==> src/rtl/riscv_defines.sv <==
// Shared TPR field constants and the update sequencer state type.
// Imported by the TPR update controller and its in-flight counter.
package riscv_defines;

  localparam int TPR_MODE_LOW  = 0;
  localparam int TPR_MODE_HIGH = 3;
  localparam int TPR_TAG_LOW   = 4;
  localparam int TPR_TAG_HIGH  = 30;
  localparam int TPR_LOCK_BIT  = 31;

  typedef enum logic [1:0] {
    TPR_IDLE,
    TPR_DRAIN,
    TPR_COMMIT
  } tpr_ctrl_state_e;

endpackage

==> src/rtl/riscv_inflight_counter.sv <==
// Counts instructions between ID issue and WB retire.
// Flush clears it; saturation and underflow are held and asserted.
module riscv_inflight_counter
  import riscv_defines::*;
#(
  parameter int MAX = 4,
  localparam int W = $clog2(MAX + 1)
) (
  input  logic         clk,
  input  logic         rst_n,
  input  logic         issue_i,
  input  logic         retire_i,
  input  logic         flush_i,
  output logic [W-1:0] count_o,
  output logic         zero_o
);

  localparam logic [W-1:0] CMAX = W'(MAX);

  logic [W-1:0] count_q;
  logic [W-1:0] count_d;

  // Next count: flush wins, then issue-only / retire-only.
  always_comb begin
    count_d = count_q;
    if (flush_i) begin
      count_d = '0;
    end else if (issue_i && !retire_i) begin
      if (count_q != CMAX) count_d = count_q + W'(1);
    end else if (retire_i && !issue_i) begin
      if (count_q != '0) count_d = count_q - W'(1);
    end
  end

  // Count register.
  always_ff @(posedge clk) begin
    if (!rst_n) count_q <= '0;
    else        count_q <= count_d;
  end

  assign count_o = count_q;
  assign zero_o  = (count_q == '0);

  a_no_sat: assert property (@(posedge clk)
    disable iff (!rst_n)
    !(issue_i && !retire_i && !flush_i
      && count_q == CMAX));

  a_no_under: assert property (@(posedge clk)
    disable iff (!rst_n)
    !(retire_i && !issue_i && !flush_i
      && count_q == '0));

endmodule

==> src/rtl/riscv_tpr_update_ctrl.sv <==
// TPR update sequencer: drains tagged in-flight work, then commits.
// Optional LOCK bit behaviour enabled with DIFT_TPR_LOCK_EN.
module riscv_tpr_update_ctrl
  import riscv_defines::*;
#(
  parameter logic [31:0] TPR_RESET     = 32'h0000_0000,
  parameter int          MAX_INFLIGHT  = 4,
  parameter int          DRAIN_TIMEOUT = 64
) (
  input  logic        clk,
  input  logic        rst_n,
  input  logic        csr_tpr_we_i,
  input  logic [31:0] csr_tpr_wdata_i,
  output logic        csr_tpr_ready_o,
  input  logic        issue_i,
  input  logic        retire_i,
  input  logic        flush_i,
  output logic        stall_id_o,
  output logic [31:0] tpr_o,
  output logic        tpr_pending_o,
`ifdef DIFT_TPR_LOCK_EN
  output logic        tpr_lock_err_o,
`endif
  output logic        drain_timeout_o
);

  localparam int CW = $clog2(MAX_INFLIGHT + 1);
  localparam int TW = $clog2(DRAIN_TIMEOUT);
  localparam logic [TW-1:0] TO_LAST =
    TW'(DRAIN_TIMEOUT - 1);
  localparam logic [CW-1:0] CMAX = CW'(MAX_INFLIGHT);

  tpr_ctrl_state_e state_q, state_d;
  logic [31:0]     tpr_q, tpr_d;
  logic [31:0]     pend_q, pend_d;
  logic [TW-1:0]   to_q, to_d;

  logic [CW-1:0] inflight;
  logic          inflight_zero;
  logic          locked;
  logic          lock_err;
  logic          timeout;

  riscv_inflight_counter #(
    .MAX (MAX_INFLIGHT)
  ) u_inflight (
    .clk      (clk),
    .rst_n    (rst_n),
    .issue_i  (issue_i),
    .retire_i (retire_i),
    .flush_i  (flush_i),
    .count_o  (inflight),
    .zero_o   (inflight_zero)
  );

`ifdef DIFT_TPR_LOCK_EN
  assign locked = tpr_q[TPR_LOCK_BIT];
`else
  assign locked = 1'b0;
`endif

  // Next-state, commit datapath and handshake outputs.
  always_comb begin
    state_d         = state_q;
    tpr_d           = tpr_q;
    pend_d          = pend_q;
    to_d            = to_q;
    csr_tpr_ready_o = 1'b0;
    stall_id_o      = 1'b1;
    timeout         = 1'b0;
    lock_err        = 1'b0;
    unique case (state_q)
      TPR_IDLE: begin
        csr_tpr_ready_o = 1'b1;
        stall_id_o      = csr_tpr_we_i && !locked;
        lock_err        = csr_tpr_we_i && locked;
        if (csr_tpr_we_i && !locked) begin
          pend_d  = csr_tpr_wdata_i;
          to_d    = '0;
          state_d = TPR_DRAIN;
        end
      end
      TPR_DRAIN: begin
        to_d = to_q + TW'(1);
        if (inflight_zero) begin
          tpr_d   = pend_q;
          state_d = TPR_COMMIT;
        end else if (to_q == TO_LAST) begin
          tpr_d   = pend_q;
          timeout = 1'b1;
          state_d = TPR_COMMIT;
        end
      end
      TPR_COMMIT: begin
        state_d = TPR_IDLE;
      end
      default: begin
        state_d = TPR_IDLE;
      end
    endcase
  end

  // State and TPR registers; reset drops any pending write.
  always_ff @(posedge clk) begin
    if (!rst_n) begin
      state_q <= TPR_IDLE;
      tpr_q   <= TPR_RESET;
      pend_q  <= TPR_RESET;
      to_q    <= '0;
    end else begin
      state_q <= state_d;
      tpr_q   <= tpr_d;
      pend_q  <= pend_d;
      to_q    <= to_d;
    end
  end

  assign tpr_o           = tpr_q;
  assign tpr_pending_o   = (state_q == TPR_DRAIN);
  assign drain_timeout_o = timeout && rst_n;
`ifdef DIFT_TPR_LOCK_EN
  assign tpr_lock_err_o  = lock_err && rst_n;
`endif

  a_inflight_range: assert property (@(posedge clk)
    disable iff (!rst_n)
    inflight <= CMAX);

endmodule

==> config.mk <==
export PLATFORM = sky130hd
export DESIGN_NAME = riscv_tpr_update_ctrl
export DESIGN_NICKNAME = d
export VERILOG_FILES = /design/src/rtl/riscv_defines.sv /design/src/rtl/riscv_inflight_counter.sv /design/src/rtl/riscv_tpr_update_ctrl.sv
export SDC_FILE = /design/constraint.sdc
export NUM_CORES = 1
export LEC_CHECK = 0
export CAP_MARGIN = 0
export CORE_UTILIZATION = 50
export CTS_CLUSTER_DIAMETER = 60
export CTS_CLUSTER_SIZE = 14
export DETAILED_ROUTE_END_ITERATION = 16
export PLACE_DENSITY = 0.81
export SLEW_MARGIN = 20
export SYNTH_ARGS = -nofsm -noshare
export SYNTH_HDL_FRONTEND = slang
export SYNTH_HIERARCHICAL = 1
export SYNTH_SLANG_ARGS = --single-unit
==> constraint.sdc <==
create_clock -name clk -period 5.51 [get_ports clk]
set_input_delay 1.102 -clock clk [delete_from_list [all_inputs] [get_ports clk]]
set_output_delay 1.102 -clock clk [all_outputs]
set_load 0.02 [all_outputs]
Word-level counts from Yosys, hierarchy flattened
Cells that the tools add are included.
- bits in registers: 75
- output and inout bits: 36
- word-level logic and storage cells: 50
- add/sub/neg operators: 3
- equality and inequality tests: 6
- mux-type cells: 17
- bitwise logic cells: 1
- reductions and logical operators: 18
- operator list (cell ; count):
    2-to-1 mux 32 bit ; 2
    2-to-1 mux 3 bit ; 4
    case mux 6 bit (2 select lines) ; 1
    AND reduction 2 bit ; 4
    nonzero test 2 bit ; 4
    adder 6 x 1 -> 6 bit, second input constant ; 1
    equality test 6 bit, second input constant ; 1
    2-to-1 mux 2 bit ; 3
    2-to-1 mux 6 bit ; 1
    2-to-1 mux 1 bit ; 5
    != test 2 bit, second input constant ; 2
    case mux 2 bit (2 select lines) ; 1
    adder 3 x 1 -> 3 bit, second input constant ; 1
    logical AND 1 bit ; 3
    zero test 3 bit ; 1
    != test 3 x 1 -> 1 bit, second input constant ; 1
    != test 3 bit, second input constant ; 1
    AND reduction 3 bit ; 1
    nonzero test 3 bit ; 1
    subtractor 3 x 1 -> 3 bit, second input constant ; 1
    equality test 2 x 1 -> 1 bit, second input constant ; 1
    zero test 1 bit ; 2
    zero test 2 bit ; 1
    OR reduction 2 bit ; 1
    inverter 1 bit ; 1

Logic depth before layout (Yosys ltp)
- depth in word-level cells: 5
- mapped depth: 7
- gate-level depth less buffers: 7

By module
Netlist, hierarchy kept.
- modules (own cells, without submodules) (module ; instances ; cells an instance ; area an instance (um^2) ; seq. area each (um^2)):
    riscv_tpr_update_ctrl ; 1 ; 324 ; 2790.2 ; 1441.4
    riscv_inflight_counter ; 1 ; 24 ; 206.4 ; 60.1

Worst setup path after synthesis
No wires, ideal clock.
- path type: input port to output port
- start point: input port rst_n
- end point: output port drain_timeout_o
- arrival time: 2.186 ns
- required time: 4.408 ns
- slack: 2.222 ns
- cell stages on the path: 4
- cells stage by stage: clkbuf_1 buf_2 nand2_1 nor4_1
- word-level cells in the longest chain between the ends: 1
- RTL lines (what ; line ; RTL):
    start: declaration ; riscv_tpr_update_ctrl.sv:11 ; input logic rst_n,
    logical AND 1 bit ; riscv_tpr_update_ctrl.sv:120 ; assign drain_timeout_o = timeout && rst_n;
    end: declaration ; riscv_tpr_update_ctrl.sv:24 ; output logic drain_timeout_o
No other way between the ends.

Worst setup path after layout
- start point: input port csr_tpr_we_i
- end point: output port stall_id_o
- word-level cells in the longest chain between the ends: 1
- RTL lines (what ; line ; RTL):
    start: declaration ; riscv_tpr_update_ctrl.sv:12 ; input logic csr_tpr_we_i,
    2-to-1 mux 1 bit ; riscv_tpr_update_ctrl.sv:72 ; unique case (state_q)
    end: declaration ; riscv_tpr_update_ctrl.sv:18 ; output logic stall_id_o,
No other way between the ends.

==> results.sh <==
export IMPL_status="completed"
export IMPL_maxSlewHeadroom=0.435
export IMPL_critPathRequiredTime_ns=4.41
export IMPL_postCtsSetupBuffers=0
export IMPL_rows=27
export IMPL_clk_latency_ns=0.35
export IMPL_ys_seq_elements=75
export IMPL_io_pins=74
export IMPL_worst_clock_skew_ns=0.00850
export IMPL_core_region_area_um2=5640
export IMPL_wl_met2_um=3100
export IMPL_drc_errors=0
export IMPL_rsz0062_at_grt="no"
export IMPL_htree_num_levels=3
export IMPL_first_pass_iters=4
export IMPL_dieArea_um2=6310
export IMPL_overflow=0
export IMPL_critPathKind="primary input to output pin"
export IMPL_hold_violations=0
export IMPL_power_leakage_uw=0.00142
export IMPL_nNetsFinal=455
export IMPL_cts_root_buf="clkbuf_8"
export IMPL_drive_gt1_frac=0.0621
export IMPL_portBuffers=73
export IMPL_critPathCaptureType="output pin"
export IMPL_period_needed_ns=3.51
export IMPL_fin_ws_ns=2.00
export IMPL_pre_cts_ws_ns=2.00
export IMPL_setup_worst_path_start="csr_tpr_we_i"
export IMPL_synth_nets=389
export IMPL_ys_warnings_count=6
export IMPL_top_layer_used="met4"
export IMPL_rr_worst_depth=5
export IMPL_cts_sinks=75
export IMPL_antenna_found_initial=0
export IMPL_cts_buffers=9
export IMPL_synthDistinctLibCells=40
export IMPL_ir_worst_vdd_mv=0.187
export IMPL_max_freq_mhz=285
export IMPL_dp_hpwl_um=4070
export IMPL_grt_pass1_wl_um=10600
export IMPL_syn_area_per_cell_um2=8.61
export IMPL_fin_crit_sh=0.637
export IMPL_viasPerCell=5.11
export IMPL_cts_tree="done"
export IMPL_slew_viol_final=0
export IMPL_rr_endpoint="tpr_o[24]"
export IMPL_min_from="tpr_o[22]"
export IMPL_first_iter_violations=120
export IMPL_vias=2507
export IMPL_wl_per_cell_um=13.2
export IMPL_ys_seq_area_frac=0.501
export IMPL_power_density_nw_per_um2=301
export IMPL_whs_path_depth=2
export IMPL_worst_pin_slew_ns=0.847
export IMPL_critical_path_max_fanout=4
export IMPL_place_congestion=0.881
export IMPL_die_y_um=79.4
export IMPL_start_kind="primary input"
export IMPL_holdPathEnd="tpr_o[22]"
export IMPL_cts_resized=0
export IMPL_grt_pass1_vias=2377
export IMPL_cts_hold_buf=0
export IMPL_grt_max_degree=69
export IMPL_reg2reg_from="to_q[0]"
export IMPL_regToRegSetupSlack_ns=3.08
export IMPL_m1WireLength_um=2930
export IMPL_clkTransAtPathRegs_ns=0.07
export IMPL_area_delta_synth_final_pct=31.3
export IMPL_syn_area_um2=3000
export IMPL_drv_cap=0
export IMPL_die_w_um=79.4
export IMPL_setup_violations_final=0
export IMPL_initial_core_util=0.531
export IMPL_worstPathArrival_ns=2.41
export IMPL_fill_cells=454
export IMPL_tns_ns=0
export IMPL_hold_class="register to register"
export IMPL_wl_met3_um=350
export IMPL_clk_path_buf_depth=2
export IMPL_wl_um=6460
export IMPL_antenna_left=0
export IMPL_grt_use_total=0.219
export IMPL_num_antenna_cells=0
export IMPL_synth_cells=348
layer usage:
metal | vias to the layer above | track usage
li1 | 1279 | -
met1 | 1155 | 0.260
met2 | 65 | 0.377
met3 | 8 | 0.0606
met4 | 0 | 0.0764
met5 | - | 0
sequential cells by signal, indices dropped and copies added (netlist names):
register	flops
tpr_o	32
state_q	2
to_q	6
pend_q	32
u_inflight/count_o	3
synthesized netlist by cell type:
master | instances | area (um2)
inv_2 | 1 | 3.75
nand3_1 | 3 | 15.0
o31ai_4 | 1 | 21.3
ha_1 | 2 | 25.0
nor3b_1 | 1 | 7.51
and3_1 | 1 | 6.26
nand3b_1 | 1 | 7.51
nand2_1 | 134 | 503
clkbuf_1 | 8 | 30.0
nor3_1 | 1 | 5.00
o211a_1 | 1 | 10.0
nor4_1 | 2 | 12.5
nand2b_1 | 1 | 6.26
mux2_4 | 1 | 15.0
xor2_1 | 1 | 8.76
or3b_2 | 1 | 8.76
a21o_1 | 1 | 7.51
a31oi_1 | 1 | 6.26
buf_1 | 2 | 7.51
a21oi_1 | 38 | 190
dfxtp_1 | 75 | 1500
o21ai_0 | 1 | 5.00
clkinv_1 | 1 | 3.75
xnor2_1 | 1 | 8.76
o211ai_1 | 1 | 7.51
o32ai_1 | 1 | 8.76
o311ai_0 | 1 | 8.76
o311a_1 | 2 | 20.0
o21a_1 | 1 | 7.51
inv_1 | 5 | 18.8
a211oi_1 | 2 | 15.0
or3_1 | 1 | 6.26
nor2_1 | 6 | 22.5
nand2b_4 | 1 | 13.8
a41oi_1 | 1 | 8.76
o21bai_1 | 1 | 7.51
buf_2 | 8 | 40.0
buf_8 | 3 | 45.0
fa_1 | 1 | 20.0
mux2i_1 | 33 | 330
critical path, cell delays in order:
cell and delay [ns]:
clkdlybuf4s50_1 0.45, or3_1 0.31, clkdlybuf4s50_1 0.54
power breakdown:
group	total (uW)	switching [uW]	internal, uW
Combinational	149	79.7	69.2
Clock	456	203	253
Sequential	580	14.6	566
Total	1190	298	888
kinds of logic (layout without fill, tap and decap cells):
logic type | Yosys count | after routing | synth area share
AO/OA/AOI/OAI | 53 | 53 | 0.108
XOR/XNOR | 2 | 2 | 0.00585
adder cells (fa/ha/maj) | 3 | 3 | 0.0150
buffers and inverters | 28 | 99 | 0.0497
flip-flops | 75 | 75 | 0.501
multiplexers | 34 | 34 | 0.115
AND/OR/NAND/NOR | 153 | 153 | 0.205
cell type report:
class                   instances  area [um2]  share of cell area
well taps                      72        90.1              0.0229
inverters                       7        26.3             0.00668
clock buffers                   9         124              0.0315
clock inverters                 7        92.6              0.0235
flip-flops and latches         75        1500               0.382
repair buffers                 76         748               0.190
multi-input cells             245        1350               0.344
stage by stage:
stage,utilization,power (uW),cells,hold slack [ns],area (um2)
after floorplan,-,686,348,0.437,3000
after global placement,0.659,738,475,0.441,3720
after detailed placement,0.659,742,475,0.447,3720
after CTS,0.697,1190,491,0.457,3930
after global routing,0.697,1240,491,0.474,3930
final,0.697,1190,491,0.455,3930
layout by cell type (no fill, tap or decap), drive strengths merged, types with 2 or more instances in the layout:
master and count:
a211oi 2, a21oi 38, buf 4, bufinv 2, clkbuf 9, clkdlybuf4s50 72, clkinv 3, clkinvlp 3
dfxtp 75, ha 2, inv 6, mux2i 33, nand2 134, nand2b 2, nand3 3, nor2 6
nor4 2, o311a 2
worst max path at each step:
stage / cells after the start / to
3_3_place_gp: 3 / stall_id_o
4_1_cts: 3 / stall_id_o
5_1_grt: 3 / stall_id_o
2_1_floorplan: 4 / drain_timeout_o
6_report: 3 / stall_id_o
3_5_place_dp: 3 / stall_id_o
(Power assumes the default switching activity.)
